File: config.mk
export PLATFORM = sky130hd
export DESIGN_NAME = tdc_frame_rx
export DESIGN_NICKNAME = d
export VERILOG_FILES = /design/src/rtl/tdc_uart_pkg.sv /design/src/rtl/uart_rx_byte.sv /design/src/rtl/tdc_frame_rx.sv
export SDC_FILE = /design/constraint.sdc
export NUM_CORES = 1
export LEC_CHECK = 0
export BUFFER_PORTS_ARGS = -buffer_cell sky130_fd_sc_hd__buf_4
export CELL_PAD_IN_SITES_DETAIL_PLACEMENT = 1
export CELL_PAD_IN_SITES_GLOBAL_PLACEMENT = 1
export CORE_MARGIN = 8
export CORE_UTILIZATION = 49
export DETAILED_ROUTE_END_ITERATION = 8
export PLACE_DENSITY_LB_ADDON = 0.1
export SETUP_SLACK_MARGIN = 0.2
export SLEW_MARGIN = 15
export SYNTH_ARGS = -nofsm -noshare
export SYNTH_HDL_FRONTEND = slang
export SYNTH_SLANG_ARGS = --single-unit
File: constraint.sdc
create_clock -name clk -period 3 [get_ports clk]
set_clock_uncertainty 0.05 [all_clocks]
set_input_delay 0 -clock clk [delete_from_list [all_inputs] [get_ports clk]]
set_output_delay 0 -clock clk [all_outputs]
set_load 0.02 [all_outputs]
File: src/rtl/tdc_uart_pkg.sv
// Shared constants, state encodings and checksum helper for the TDC frame receiver.
package tdc_uart_pkg;

  localparam logic [7:0] SYNC_BYTE = 8'hA5;

  typedef enum logic [2:0] {
    IDLE  = 3'd0,
    START = 3'd1,
    DATA  = 3'd2,
    STOP  = 3'd3,
    BREAK = 3'd4
  } byte_state_e;

  typedef enum logic [1:0] {
    F_SYNC = 2'd0,
    F_HI   = 2'd1,
    F_LO   = 2'd2,
    F_CHK  = 2'd3
  } frame_state_e;

  function automatic logic [7:0] frame_chk(input logic [7:0] hi, input logic [7:0] lo);
    return SYNC_BYTE ^ hi ^ lo;
  endfunction

endpackage

File: src/rtl/uart_rx_byte.sv
// 8N1 UART byte receiver: input synchronizer, mid-bit sampling, stop-bit check and
// break handling. byte_valid/frame_err pulse in the stop-bit sample cycle.
module uart_rx_byte
  import tdc_uart_pkg::*;
#(
  parameter int CLKS_PER_BIT = 104
) (
  input  logic       clk,
  input  logic       rst,
  input  logic       rx,
  output logic [7:0] byte_data,
  output logic       byte_valid,
  output logic       frame_err
);

  localparam int CNT_W = $clog2(CLKS_PER_BIT);
  localparam logic [CNT_W-1:0] HALF_LAST = CNT_W'(CLKS_PER_BIT / 2 - 1);
  localparam logic [CNT_W-1:0] BIT_LAST  = CNT_W'(CLKS_PER_BIT - 1);

  logic        rx_meta_q, rx_meta_d;
  logic        rx_sync_q, rx_sync_d;
  byte_state_e state_q, state_d;
  logic [CNT_W-1:0] cnt_q, cnt_d;
  logic [2:0]  bit_idx_q, bit_idx_d;
  logic [7:0]  shift_q, shift_d;
  logic        bit_end_s;

  // State, counter and synchronizer registers
  always_ff @(posedge clk or posedge rst) begin
    if (rst) begin
      rx_meta_q <= 1'b1;
      rx_sync_q <= 1'b1;
      state_q   <= IDLE;
      cnt_q     <= '0;
      bit_idx_q <= 3'd0;
      shift_q   <= 8'h00;
    end else begin
      rx_meta_q <= rx_meta_d;
      rx_sync_q <= rx_sync_d;
      state_q   <= state_d;
      cnt_q     <= cnt_d;
      bit_idx_q <= bit_idx_d;
      shift_q   <= shift_d;
    end
  end

  assign bit_end_s = (cnt_q == BIT_LAST);

  // Next-state, bit sampling and byte-level strobes
  always_comb begin
    rx_meta_d  = rx;
    rx_sync_d  = rx_meta_q;
    state_d    = state_q;
    cnt_d      = cnt_q;
    bit_idx_d  = bit_idx_q;
    shift_d    = shift_q;
    byte_valid = 1'b0;
    frame_err  = 1'b0;
    case (state_q)
      IDLE: begin
        if (!rx_sync_q) begin
          state_d = START;
          cnt_d   = '0;
        end else begin
          state_d = IDLE;
        end
      end
      START: begin
        if (cnt_q == HALF_LAST) begin
          cnt_d     = '0;
          bit_idx_d = 3'd0;
          state_d   = rx_sync_q ? IDLE : DATA;
        end else begin
          cnt_d = cnt_q + 1'b1;
        end
      end
      DATA: begin
        if (bit_end_s) begin
          cnt_d   = '0;
          shift_d = {rx_sync_q, shift_q[7:1]};
          if (bit_idx_q == 3'd7) begin
            state_d = STOP;
          end else begin
            bit_idx_d = bit_idx_q + 3'd1;
          end
        end else begin
          cnt_d = cnt_q + 1'b1;
        end
      end
      STOP: begin
        if (bit_end_s) begin
          cnt_d = '0;
          if (rx_sync_q) begin
            byte_valid = 1'b1;
            state_d    = IDLE;
          end else begin
            frame_err = 1'b1;
            state_d   = BREAK;
          end
        end else begin
          cnt_d = cnt_q + 1'b1;
        end
      end
      // A held-low line must return high before a new start bit is honoured
      BREAK: begin
        if (rx_sync_q) begin
          state_d = IDLE;
        end else begin
          state_d = BREAK;
        end
      end
      default: state_d = IDLE;
    endcase
  end

  assign byte_data = shift_q;

endmodule

File: src/rtl/tdc_frame_rx.sv
// TDC measurement frame receiver: assembles SYNC/HI/LO/CHK frames from the UART
// byte stream, verifies the checksum and abandons stalled frames after a timeout.
module tdc_frame_rx
  import tdc_uart_pkg::*;
#(
  parameter int CLKS_PER_BIT = 104,
  parameter int TIMEOUT_BITS = 40
) (
  input  logic        clk,
  input  logic        rst,
  input  logic        rx,
  output logic [15:0] meas_data,
  output logic        meas_valid,
  output logic        frame_err,
  output logic        chk_err,
  output logic        busy
);

  localparam int TMO_LIMIT = TIMEOUT_BITS * CLKS_PER_BIT;
  localparam int TMO_W     = $clog2(TMO_LIMIT + 1);
  localparam logic [TMO_W-1:0] TMO_MAX = TMO_W'(TMO_LIMIT);

  logic [7:0]   byte_data_s;
  logic         byte_valid_s;
  logic         byte_ferr_s;

  frame_state_e fstate_q, fstate_d;
  logic [7:0]   hi_q, hi_d;
  logic [7:0]   lo_q, lo_d;
  logic [TMO_W-1:0] tmo_q, tmo_d;
  logic [15:0]  meas_data_q, meas_data_d;
  logic         meas_valid_q, meas_valid_d;
  logic         frame_err_q, frame_err_d;
  logic         chk_err_q, chk_err_d;

  uart_rx_byte #(
    .CLKS_PER_BIT(CLKS_PER_BIT)
  ) u_byte (
    .clk       (clk),
    .rst       (rst),
    .rx        (rx),
    .byte_data (byte_data_s),
    .byte_valid(byte_valid_s),
    .frame_err (byte_ferr_s)
  );

  // Assembler state, captured fields, timeout counter and output registers
  always_ff @(posedge clk or posedge rst) begin
    if (rst) begin
      fstate_q     <= F_SYNC;
      hi_q         <= 8'h00;
      lo_q         <= 8'h00;
      tmo_q        <= '0;
      meas_data_q  <= 16'h0000;
      meas_valid_q <= 1'b0;
      frame_err_q  <= 1'b0;
      chk_err_q    <= 1'b0;
    end else begin
      fstate_q     <= fstate_d;
      hi_q         <= hi_d;
      lo_q         <= lo_d;
      tmo_q        <= tmo_d;
      meas_data_q  <= meas_data_d;
      meas_valid_q <= meas_valid_d;
      frame_err_q  <= frame_err_d;
      chk_err_q    <= chk_err_d;
    end
  end

  // Frame assembly, checksum verification and timeout handling
  always_comb begin
    fstate_d     = fstate_q;
    hi_d         = hi_q;
    lo_d         = lo_q;
    meas_data_d  = meas_data_q;
    meas_valid_d = 1'b0;
    chk_err_d    = 1'b0;
    frame_err_d  = byte_ferr_s;

    // Counter saturates so a long stall can never wrap back below the limit
    if ((fstate_q == F_SYNC) || byte_valid_s) begin
      tmo_d = '0;
    end else if (tmo_q != TMO_MAX) begin
      tmo_d = tmo_q + 1'b1;
    end else begin
      tmo_d = tmo_q;
    end

    if (byte_ferr_s) begin
      fstate_d = F_SYNC;
    end else if (byte_valid_s) begin
      case (fstate_q)
        F_SYNC: fstate_d = (byte_data_s == SYNC_BYTE) ? F_HI : F_SYNC;
        F_HI: begin
          hi_d     = byte_data_s;
          fstate_d = F_LO;
        end
        F_LO: begin
          lo_d     = byte_data_s;
          fstate_d = F_CHK;
        end
        F_CHK: begin
          if (byte_data_s == frame_chk(hi_q, lo_q)) begin
            meas_data_d  = {hi_q, lo_q};
            meas_valid_d = 1'b1;
          end else begin
            chk_err_d = 1'b1;
          end
          fstate_d = F_SYNC;
        end
        default: fstate_d = F_SYNC;
      endcase
    end else if ((fstate_q != F_SYNC) && (tmo_q == TMO_MAX)) begin
      fstate_d = F_SYNC;
    end else begin
      fstate_d = fstate_q;
    end
  end

  assign meas_data  = meas_data_q;
  assign meas_valid = meas_valid_q;
  assign frame_err  = frame_err_q;
  assign chk_err    = chk_err_q;
  assign busy       = (fstate_q != F_SYNC);

endmodule

==> impl_metrics.env, run 1 <==
export IMPL_die_y_um=100.2
export IMPL_post_route_period_util_pct=81.73
export IMPL_vdd_ir_drop_worst_mv=0.2746
export IMPL_place_gp_congestion=0.7765
export IMPL_finalSetupViolations=0
export IMPL_cts_tree="yes"
export IMPL_totalWireLength_um=6964
export IMPL_p_leak_uw=0.001887
export IMPL_fp_row_count=30
export IMPL_max_freq_ghz=0.4078
export IMPL_place_inst=393
export IMPL_status="finished, final reports clean"
export IMPL_cts_buffers=9
export IMPL_die_x_um=100.2
export IMPL_cp_arrival_ps=2640
export IMPL_cts_max_path_buffers=2
export IMPL_grt_antenna_before_repair=0
export IMPL_vias_per_cell=5.471
export IMPL_ys_seq_elements=73
export IMPL_drive_gt1_share_pct=24.52
export IMPL_syn_cell_area_mm2=0.003477
export IMPL_cts_resized=0
export IMPL_hold_viol=0
export IMPL_synth_edff_count=0
export IMPL_grt_max_degree=40
export IMPL_clock_latency_ps=350
export IMPL_cp_start_kind="flip-flop"
export IMPL_end_kind="flip-flop"
export IMPL_maxSlewViolCount=0
export IMPL_critical_path_class="reg -> reg"
export IMPL_grt_use_total_pct=15.59
export IMPL_tightest_slew_ps=762.6
export IMPL_yosysSeqAreaShare_pct=52.61
export IMPL_ys_warn_count=0
export IMPL_place_ws_ps=559.8
export IMPL_max_slew_margin_pct=49.08
export IMPL_grt_pass1_wl_um=12240
export IMPL_antenna_cells=0
export IMPL_setup_ws_ps=548.0
export IMPL_synthFlopType="dfrtp_1"
export IMPL_core_mm2=0.006832
export IMPL_cts_sinks=73
export IMPL_cts_max_level=3
export IMPL_gr_total_overflow=0
export IMPL_synth_cells=281
export IMPL_ant_nets=0
export IMPL_cp_startpoint="u_byte.cnt_q[0]$_DFFE_PP0P_"
export IMPL_initial_core_util_pct=50.90
export IMPL_port_buffers=22
export IMPL_final_nets=323
export IMPL_async_flop_share_pct=100.0
export IMPL_first_pass_iters=4
export IMPL_register_area_mm2=0.001829
export IMPL_drt_iter0_drc=81
export IMPL_root_buffer="clkbuf_8"
export IMPL_cp_max_fo=17
export IMPL_period_needed_ps=2452
export IMPL_max_cap_viol_count=0
export IMPL_grt_pass1_vias=2384
export IMPL_rrSetupSlack_ps=550
export IMPL_r2r_start="u_byte.cnt_q[0]$_DFFE_PP0P_"
export IMPL_wl_per_cell_um=16.99
export IMPL_dpl_instance_area_mm2=0.003752
export IMPL_multi_input_area_mm2=0.001565
export IMPL_layout_area_overhead_vs_synth_pct=13.13
export IMPL_tns_ps=0
export IMPL_synth_fp_nets=294
export IMPL_via_count=2243
export IMPL_clkSlewWorstSetupHoldPaths_ps=80
export IMPL_fillers=734
export IMPL_final_cells=410
export IMPL_min_from="rx"
export IMPL_critical_path_required_ps=3190
export IMPL_dieArea_mm2=0.01005
export IMPL_power_density_mw_per_mm2=425.3
export IMPL_post_route_cell_area_mm2=0.003934
export IMPL_synth_cell_type_count=48
export IMPL_dp_final_hpwl_um=4936
export IMPL_rsz0062_at_grt="no"
export IMPL_whs_ps=248.7
export IMPL_ios=23
export IMPL_synth_avg_cell_area_um2=12.37
export IMPL_hp_class="in -> reg"
export IMPL_drc=0
registers in the layout, summed over array words and instances, names as in the netlist, 2 cells and up:
| signal | flops |
|---|---|
| fstate_q | 2 |
| hi_q | 8 |
| lo_q | 8 |
| meas_data | 16 |
| tmo_q | 13 |
| u_byte.bit_idx_q | 3 |
| u_byte.byte_data | 8 |
| u_byte.cnt_q | 7 |
| u_byte.state_q | 3 |
path summary, 6_finish.rpt:
path                                                   end  depth (start not counted)
worst max-delay path             meas_data[10]$_DFFE_PP0P_                          6
worst min-delay path            u_byte.rx_meta_q$_DFF_PP1_                          2
worst max register to register   meas_data[10]$_DFFE_PP0P_                          6
worst min register to register  u_byte.rx_sync_q$_DFF_PP1_                          0
max in group asynchronous              lo_q[4]$_DFFE_PP0P_                          4
min in group asynchronous            tmo_q[12]$_DFFE_PP0P_                          3
stage by stage:
step / utilization [%] / power (uW)
floorplan: - / 1022
global placement: 54.93 / 1034
detailed placement: 54.93 / 1035
CTS: 57.58 / 1705
global route: 57.58 / 1744
finish: 57.58 / 1673
cells by family (layout without fill, tap and decap cells):
group / count (synthesis) / in the layout / synth area share [%]
AO/OA/AOI/OAI: 41 / 41 / 7.485
XOR/XNOR: 17 / 17 / 7.521
adder cells (fa/ha/maj): 10 / 10 / 3.598
buffers and inverters: 20 / 53 / 2.375
flip-flops: 73 / 73 / 52.61
multiplexers: 42 / 42 / 13.57
AND/OR/NAND/NOR: 78 / 78 / 12.85
cell usage after synthesis (2+ instances only):
library cell  number  share of area [%]
a2111oi_0          5                1.3
a21o_1             4               0.86
a21oi_1           13                1.9
a22o_1             2               0.50
and2_1             2               0.36
and3b_1            2               0.50
clkbuf_1           7               0.76
dfrtp_1           71                 51
dfstp_2            2                1.5
ha_1              10                3.6
inv_1             12                1.3
mux2_1             9                2.9
mux2_2            32                 10
nand2_1           15                1.6
nand3_1           10                1.4
nand3b_1           3               0.65
nand4_1            5               0.90
nor2_1            14                1.5
nor2b_1            4               0.72
nor3_1             3               0.43
nor4b_1            2               0.50
o21ai_0           11                1.6
or3_1              4               0.72
or4_1              2               0.43
xnor2_1            5                1.3
xnor3_1            6                3.9
xor2_1             4                1.0
xor3_1             2                1.4
layout make-up:
type,instances,area share [%]
Timing Repair Buffer,26,5.407
Clock buffer,10,3.244
Multi-Input combinational cell,188,39.79
Clock inverter,5,0.8588
Sequential cell,73,46.50
Inverter,12,1.145
Tap cell,96,3.053
per-layer routing:
| metal | up-vias | share of wire (%) | track usage, % | wire length [um] |
|---|---|---|---|---|
| li1 | 1067 | - | - | - |
| met1 | 1143 | 47 | 19.24 | 3271 |
| met2 | 25 | 49 | 24.97 | 3388 |
| met3 | 8 | 3.2 | 5.398 | 224 |
| met4 | 0 | 1.1 | 4.884 | 79 |
| met5 | - | 0 | 0 | 0 |
power breakdown:
part	switching [uW]	total [uW]	internal, uW	leakage [uW]
Combinational	20.3	26.6	6.28	0.000810
Clock	364	658	294	0.0000781
Sequential	2.63	989	986	0.000998
timing repair:
item	4_1_cts	5_1_grt
hold buffers	2	0
endpoints found under the hold margin	33	0
buffers inserted	0	0
worst max-delay path: stages (launching register included):
cell and delay, ps:
dfrtp_1 430, ha_1 220, nand3b_1 230, or4_1 630, nor3_4 130, buf_4 280
mux2_2 370
placed cells by master (no fill, tap or decap), drive strengths merged, types with 2 or more instances in the layout:
cell type,n
a21o,4
mux2,41
a21oi,13
xor2,4
xnor2,5
nand3,10
dlygate4sd3,2
and3b,2
o21ai,11
nand4,5
clkbuf,10
a2111oi,5
nor2b,4
xor3,2
dfstp,2
nor2,14
nor4b,2
nor3,4
nand2,15
buf,24
and2,2
nand3b,3
clkinv,3
a22o,2
xnor3,6
or4,3
inv,12
dfrtp,71
or3,4
ha,10
clkinvlp,2
Power figures use the tool's default switching activity.
==> run 2: changes to the inputs <==
- ABC_AREA: not set -> 1
- CORE_UTILIZATION: 49 -> 41
- clock period: 3 -> 2 ns (I/O delays scaled with it)
==> run 2 against run 1 <==
Setup slack lost 240 ps. Combinational power grew 73%. Critical path depth grew 4. Total power grew 53%. Global-route usage shrank 1.1 points. Critical path type unchanged. Sequential power grew 50%. Clock power grew 58%. Core utilization shrank 8.2 points. Die area grew 20%. Count of clock-buffer cells in the layout is the same.
==> impl_metrics.env, run 2 <==
export IMPL_crit_family="flip-flops"
export IMPL_power_total_uw=2564
export IMPL_vdd_ir_drop_worst_mv=0.2616
export IMPL_p_leak_uw=0.002090
export IMPL_antenna_cells=0
export IMPL_synth_edff_count=0
export IMPL_power_density_mw_per_mm2=600.9
export IMPL_slowest_stage="dfrtp_1"
export IMPL_max_cap_viol_count=0
export IMPL_yosysMostFrequentCell="nand2_1"
export IMPL_drc=0
export IMPL_clkSlewWorstSetupHoldPaths_ps=80
export IMPL_layout_common_cells="138 x nand2_1, 71 x dfrtp_1, 43 x inv_1"
export IMPL_cts_sinks=73
export IMPL_synthTopCellsByCount="139 x nand2_1, 71 x dfrtp_1, 45 x inv_1"
export IMPL_fp_row_count=34
export IMPL_max_stage_delay_ps=410
export IMPL_netlist_area_leader_share_pct=49.10
export IMPL_cts_buffers=9
export IMPL_vias_per_cell=5.027
export IMPL_hp_class="in -> async"
export IMPL_critical_path_required_ps=2220
export IMPL_cts_max_level=3
export IMPL_yosysSeqAreaShare_pct=50.55
export IMPL_synth_area_leader_cell="dfrtp_1"
export IMPL_period_needed_ps=1690
export IMPL_root_buffer="clkbuf_8"
export IMPL_ios=23
export IMPL_cts_max_path_buffers=2
export IMPL_grt_antenna_before_repair=0
export IMPL_cp_start_kind="flip-flop"
export IMPL_drive_gt1_share_pct=17.52
export IMPL_tns_ps=0
export IMPL_port_buffers=22
export IMPL_final_common_cell="nand2_1"
export IMPL_dp_final_hpwl_um=6056
export IMPL_cts_tree="yes"
export IMPL_synth_cells=441
export IMPL_maxSlewViolCount=0
export IMPL_whs_ps=210.4
export IMPL_drt_iter0_drc=54
export IMPL_die_y_um=109.9
export IMPL_final_nets=499
export IMPL_synth_fp_nets=454
export IMPL_critical_path_class="reg -> reg"
export IMPL_post_route_period_util_pct=84.52
export IMPL_synth_avg_cell_area_um2=8.205
export IMPL_rrSetupSlack_ps=310
export IMPL_first_pass_iters=4
export IMPL_synth_area_leaders="dfrtp_1 49%, nand2_1 14%, inv_1 4.7%"
export IMPL_async_flop_share_pct=100.0
export IMPL_via_count=3011
export IMPL_layout_area_overhead_vs_synth_pct=17.95
export IMPL_wl_per_cell_um=13.89
export IMPL_gr_total_overflow=0
export IMPL_end_kind="flip-flop"
export IMPL_ys_warn_count=0
export IMPL_synth_cell_type_count=32
export IMPL_synthFlopType="dfrtp_1"
export IMPL_hold_viol=0
export IMPL_cp_num_buf_inv=3
export IMPL_tightest_slew_ps=518.8
export IMPL_grt_pass1_vias=3002
export IMPL_max_slew_margin_pct=65.34
export IMPL_syn_cell_area_mm2=0.003618
export IMPL_post_route_cell_area_mm2=0.004268
export IMPL_clock_latency_ps=340
export IMPL_totalWireLength_um=8323
export IMPL_grt_use_total_pct=14.50
export IMPL_cp_max_fo=9
export IMPL_dieArea_mm2=0.01209
export IMPL_initial_core_util_pct=41.90
export IMPL_place_inst=570
export IMPL_largest_reg_flops=16
export IMPL_ys_seq_elements=73
export IMPL_core_mm2=0.008636
export IMPL_cp_cell_sequence="ha_1 > nand2_1 > nor2_4 > nand2_4 > inv_4 > nor2_1 > buf_6 > buf_12 > o21ai_0 > a21oi_1"
export IMPL_cp_arrival_ps=1910
export IMPL_die_x_um=109.9
export IMPL_grt_pass1_wl_um=13830
export IMPL_max_freq_ghz=0.5916
export IMPL_place_gp_congestion=0.7802
export IMPL_grt_max_degree=39
export IMPL_ant_nets=0
export IMPL_finalSetupViolations=0
export IMPL_final_cells=599
export IMPL_status="finished, final reports clean"
export IMPL_dpl_instance_area_mm2=0.003940
export IMPL_rsz0062_at_grt="yes"
-- run 2: cell types whose count changed in the layout (fill, tap and decap cells not counted), sizes merged, moves of 5 or more --
cell	previous run	this run
nand3	10	20
buf	24	39
inv	12	55
xnor3	6	0
a2111oi	5	0
o21ai	11	39
nand4	5	26
nor2	14	30
nor3	4	12
nand2	15	143
mux2	41	0
-- run 2: path summary, 6_finish.rpt --
kind                                        startpoint                    endpoint  depth (start not counted)
max                        u_byte.cnt_q[0]$_DFFE_PP0P_       tmo_q[10]$_DFFE_PP0P_                         10
min                                                rst        tmo_q[9]$_DFFE_PP0P_                          3
max reg2reg                u_byte.cnt_q[0]$_DFFE_PP0P_       tmo_q[10]$_DFFE_PP0P_                         10
min reg2reg                 u_byte.rx_meta_q$_DFF_PP1_  u_byte.rx_sync_q$_DFF_PP1_                          0
max in group asynchronous                          rst  u_byte.rx_meta_q$_DFF_PP1_                          4
min in group clk                                    rx  u_byte.rx_meta_q$_DFF_PP1_                          2
-- run 2: worst reg2reg max path: stages (launching register included) --
cell	delay (ps)
dfrtp_1	410
ha_1	240
nand2_1	120
nor2_4	60
nand2_4	110
inv_4	60
nor2_1	110
buf_6	160
buf_12	110
o21ai_0	70
a21oi_1	120
-- run 2: cell type report --
class / count / area (um^2)
inverter: 55 / 212.7
timing repair buffer: 41 / 349.1
multi-input combinational: 306 / 1570
fill: 1061 / 4368
sequential: 73 / 1829
tap: 108 / 135.1
clock buffer: 10 / 127.6
clock inverter: 6 / 43.79
-- run 2: cells by family (layout without fill, tap and decap cells) --
logic type	Yosys count	after routing	share of synthesized area, %
AOI/OAI and AO/OA	54	54	7.608
and+or+nand+nor	236	237	30.15
adders and majority gates	10	10	3.458
buffers and inverters	63	112	7.019
DFF	73	73	50.55
xor gates and xnor gates	5	5	1.210
-- run 2: metal layers --
layer	track usage, %	vias up	wire, um
met2	24.74	29	4113
met3	2.579	11	295
met4	5.497	0	121
met1	17.82	1454	3793
met5	0	-	0
li1	-	1517	-
-- run 2: report_power, final --
| group | switching (uW) | leakage [uW] | internal (uW) |
|---|---|---|---|
| Clock | 587 | 0.0000749 | 453 |
| Combinational | 33.6 | 0.00102 | 12.5 |
| Sequential | 1.05 | 0.000998 | 1480 |
-- run 2: repair_timing --
action,4_1_cts,5_1_grt
endpoints found under the setup margin,2,45
setup buffers,1,9
gates resized for setup,1,10
gates cloned,0,1
hold buffers,2,0
endpoints found under the hold margin,21,0
pin swaps,1,5
-- run 2: metrics by stage --
step	setup slack (ps)	util [%]
after floorplan	424.6	-
after global placement	216.7	45.62
after detailed placement	208.3	45.62
after CTS	232.9	47.93
after global routing	169.4	49.42
final	309.7	49.42
==> run 3: changes to the inputs <==
- clock period: 2 -> 1.4 ns (I/O delays scaled with it)
==> run 3 against run 2 <==
The flow now finishes with violations (negative setup slack). Combinational power increased by 70%. Largest power group unchanged. Via count increased by 20%. Clock power increased by 88%. Largest cell class is now multi-input combinational cells. Worst hold slack got worse by 130 ps. Wire length increased by 47%. Design area increased by 28%. Total power increased by 62%. Sequential power increased by 43%. Core utilization increased by 14 points. Setup slack got worse by 540 ps.
==> impl_metrics.env, run 3 (same netlist as run 2, synthesis figures left out) <==
export IMPL_totalWireLength_um=12240
export IMPL_root_buffer="clkbuf_8"
export IMPL_rsz0062_at_grt="yes"
export IMPL_hp_class="in -> async"
export IMPL_clkPwrFrac_pct=47.2
export IMPL_fillers=1027
export IMPL_final_cells=685
export IMPL_die_x_um=109.9
export IMPL_via_count=3626
export IMPL_core_mm2=0.008636
export IMPL_cp_start_kind="flip-flop"
export IMPL_drive_gt1_share_pct=41.77
export IMPL_power_density_mw_per_mm2=760.9
export IMPL_comb_power_share_pct=1.9
export IMPL_layout_area_overhead_vs_synth_pct=50.66
export IMPL_place_ws_ps=-216.3
export IMPL_max_stage_delay_ps=390
export IMPL_cts_tree="yes"
export IMPL_critical_path_class="reg -> reg"
export IMPL_cts_buffers=9
export IMPL_crit_family="simple AND/OR/NAND/NOR gates"
export IMPL_cts_max_path_buffers=2
export IMPL_period_needed_ps=1629
export IMPL_hold_viol=0
export IMPL_route_met2_wl_um=6579
export IMPL_cp_common_cell="nor2_1"
export IMPL_max_freq_ghz=0.6139
export IMPL_p_leak_uw=0.002687
export IMPL_switching_power_uw=955.4
export IMPL_rrSetupSlack_ps=-230
export IMPL_slowest_stage="dfrtp_1"
export IMPL_place_inst=635
export IMPL_grt_pass1_wl_um=17980
export IMPL_p_seq_share_pct=50.9
export IMPL_end_kind="flip-flop"
export IMPL_register_area_mm2=0.001829
export IMPL_drt_met1_wl_um=4934
export IMPL_cp_num_buf_inv=1
export IMPL_maxSlewViolCount=0
export IMPL_max_cap_viol_count=0
export IMPL_post_route_cell_area_mm2=0.005451
export IMPL_clkSlewWorstSetupHoldPaths_ps=90
export IMPL_finalSetupViolations=70
export IMPL_postLayoutCoreUtil_pct=63.13
export IMPL_port_buffers=22
export IMPL_cp_max_fo=6
export IMPL_dpl_instance_area_mm2=0.004479
export IMPL_initial_core_util_pct=41.90
export IMPL_power_total_uw=4148
export IMPL_setup_ws_ps=-228.9
export IMPL_fp_row_count=34
export IMPL_final_common_cell="nand2_1"
export IMPL_die_y_um=109.9
export IMPL_switching_share_pct=23.03
export IMPL_max_slew_margin_pct=70.34
export IMPL_ant_nets=0
export IMPL_gr_total_overflow=0
export IMPL_largest_reg_flops=16
export IMPL_multi_input_area_mm2=0.001907
export IMPL_ios=23
export IMPL_drc=0
export IMPL_tightest_slew_ps=443.2
export IMPL_power_internal_uw=3193
export IMPL_dieArea_mm2=0.01209
export IMPL_final_nets=585
export IMPL_drt_iter0_drc=129
export IMPL_grt_antenna_before_repair=0
export IMPL_cts_sinks=73
export IMPL_cp_cell_sequence="buf_4 > nor2_1 > a21oi_4 > nand2_1 > nor2_1 > o22ai_1 > nor2_2"
export IMPL_place_gp_congestion=0.8112
export IMPL_clock_latency_ps=360
export IMPL_wl_per_cell_um=17.87
export IMPL_grt_pass1_vias=3742
export IMPL_grt_max_degree=67
export IMPL_top_layer_used="met4"
export IMPL_antenna_cells=0
export IMPL_vdd_ir_drop_worst_mv=0.4662
export IMPL_cp_arrival_ps=1830
export IMPL_wl_met3_um=455
export IMPL_dp_final_hpwl_um=7166
export IMPL_status="finished, violations left"
export IMPL_cts_max_level=3
export IMPL_vias_per_cell=5.293
export IMPL_layout_common_cells="104 x nand2_1, 100 x buf_4, 71 x dfrtp_1"
export IMPL_critical_path_required_ps=1600
export IMPL_grt_use_total_pct=19.14
export IMPL_first_pass_iters=4
export IMPL_violations="negative setup slack"
export IMPL_post_route_period_util_pct=116.4
## run 3: per-stage QoR
stage / setup TNS (ps) / hold WS (ps)
floorplan: -2741 / -45.52
detailed placement: -7810 / -99.14
global placement: -4925 / -102.6
global route: -15430 / 102.5
finish: -10310 / 81.98
CTS: -6753 / 82.04
## run 3: area by class of cell
type | count | area share, %
multi-input cells | 307 | 34.98
flip-flops and latches | 73 | 33.56
repair buffers | 126 | 20.82
inverters | 55 | 3.994
clock buffers | 10 | 2.525
well taps | 108 | 2.479
clock inverters | 6 | 1.653
## run 3: worst paths after layout
check | cells past startpoint | startpoint | to
max in group asynchronous | 4 | rst | u_byte.rx_meta_q$_DFF_PP1_
min in group clk | 2 | rx | u_byte.rx_meta_q$_DFF_PP1_
hold / removal | 3 | rst | tmo_q[12]$_DFFE_PP0P_
setup / recovery | 7 | u_byte.state_q[0]$_DFFE_PP0P_ | u_byte.cnt_q[5]$_DFFE_PP0P_
hold reg to reg | 0 | u_byte.rx_meta_q$_DFF_PP1_ | u_byte.rx_sync_q$_DFF_PP1_
setup reg to reg | 7 | u_byte.state_q[0]$_DFFE_PP0P_ | u_byte.cnt_q[5]$_DFFE_PP0P_
## run 3: tightest hold or removal path, stage by stage
cell and delay [ps]:
dlygate4sd3_1 540, buf_4 140, clkinvlp_4 170
## run 3: repair_timing
| action | CTS | global route |
|---|---|---|
| pin swaps | 21 | 27 |
| endpoints found under the setup margin | 72 | 72 |
| gates cloned | 5 | 1 |
| endpoints found under the hold margin | 72 | 0 |
| hold buffers | 2 | 0 |
| setup buffers | 11 | 15 |
| resized for setup | 60 | 61 |
## run 3: power groups by stage
stage | Sequential, uW | Combinational, uW | Clock, uW
global placement | 2150 | 66.4 | 0
detailed placement | 2160 | 67.5 | 0
CTS | 2110 | 74.6 | 1950
floorplan | 2160 | 34.4 | 0
global route | 2110 | 88.1 | 2060
finish | 2110 | 78.2 | 1960
## run 3: per-layer routing
| metal | vias up | track usage (%) |
|---|---|---|
| li1 | 1697 | - |
| met1 | 1840 | 22.21 |
| met2 | 65 | 34.89 |
| met3 | 24 | 3.165 |
| met4 | 0 | 6.172 |
| met5 | - | 0 |
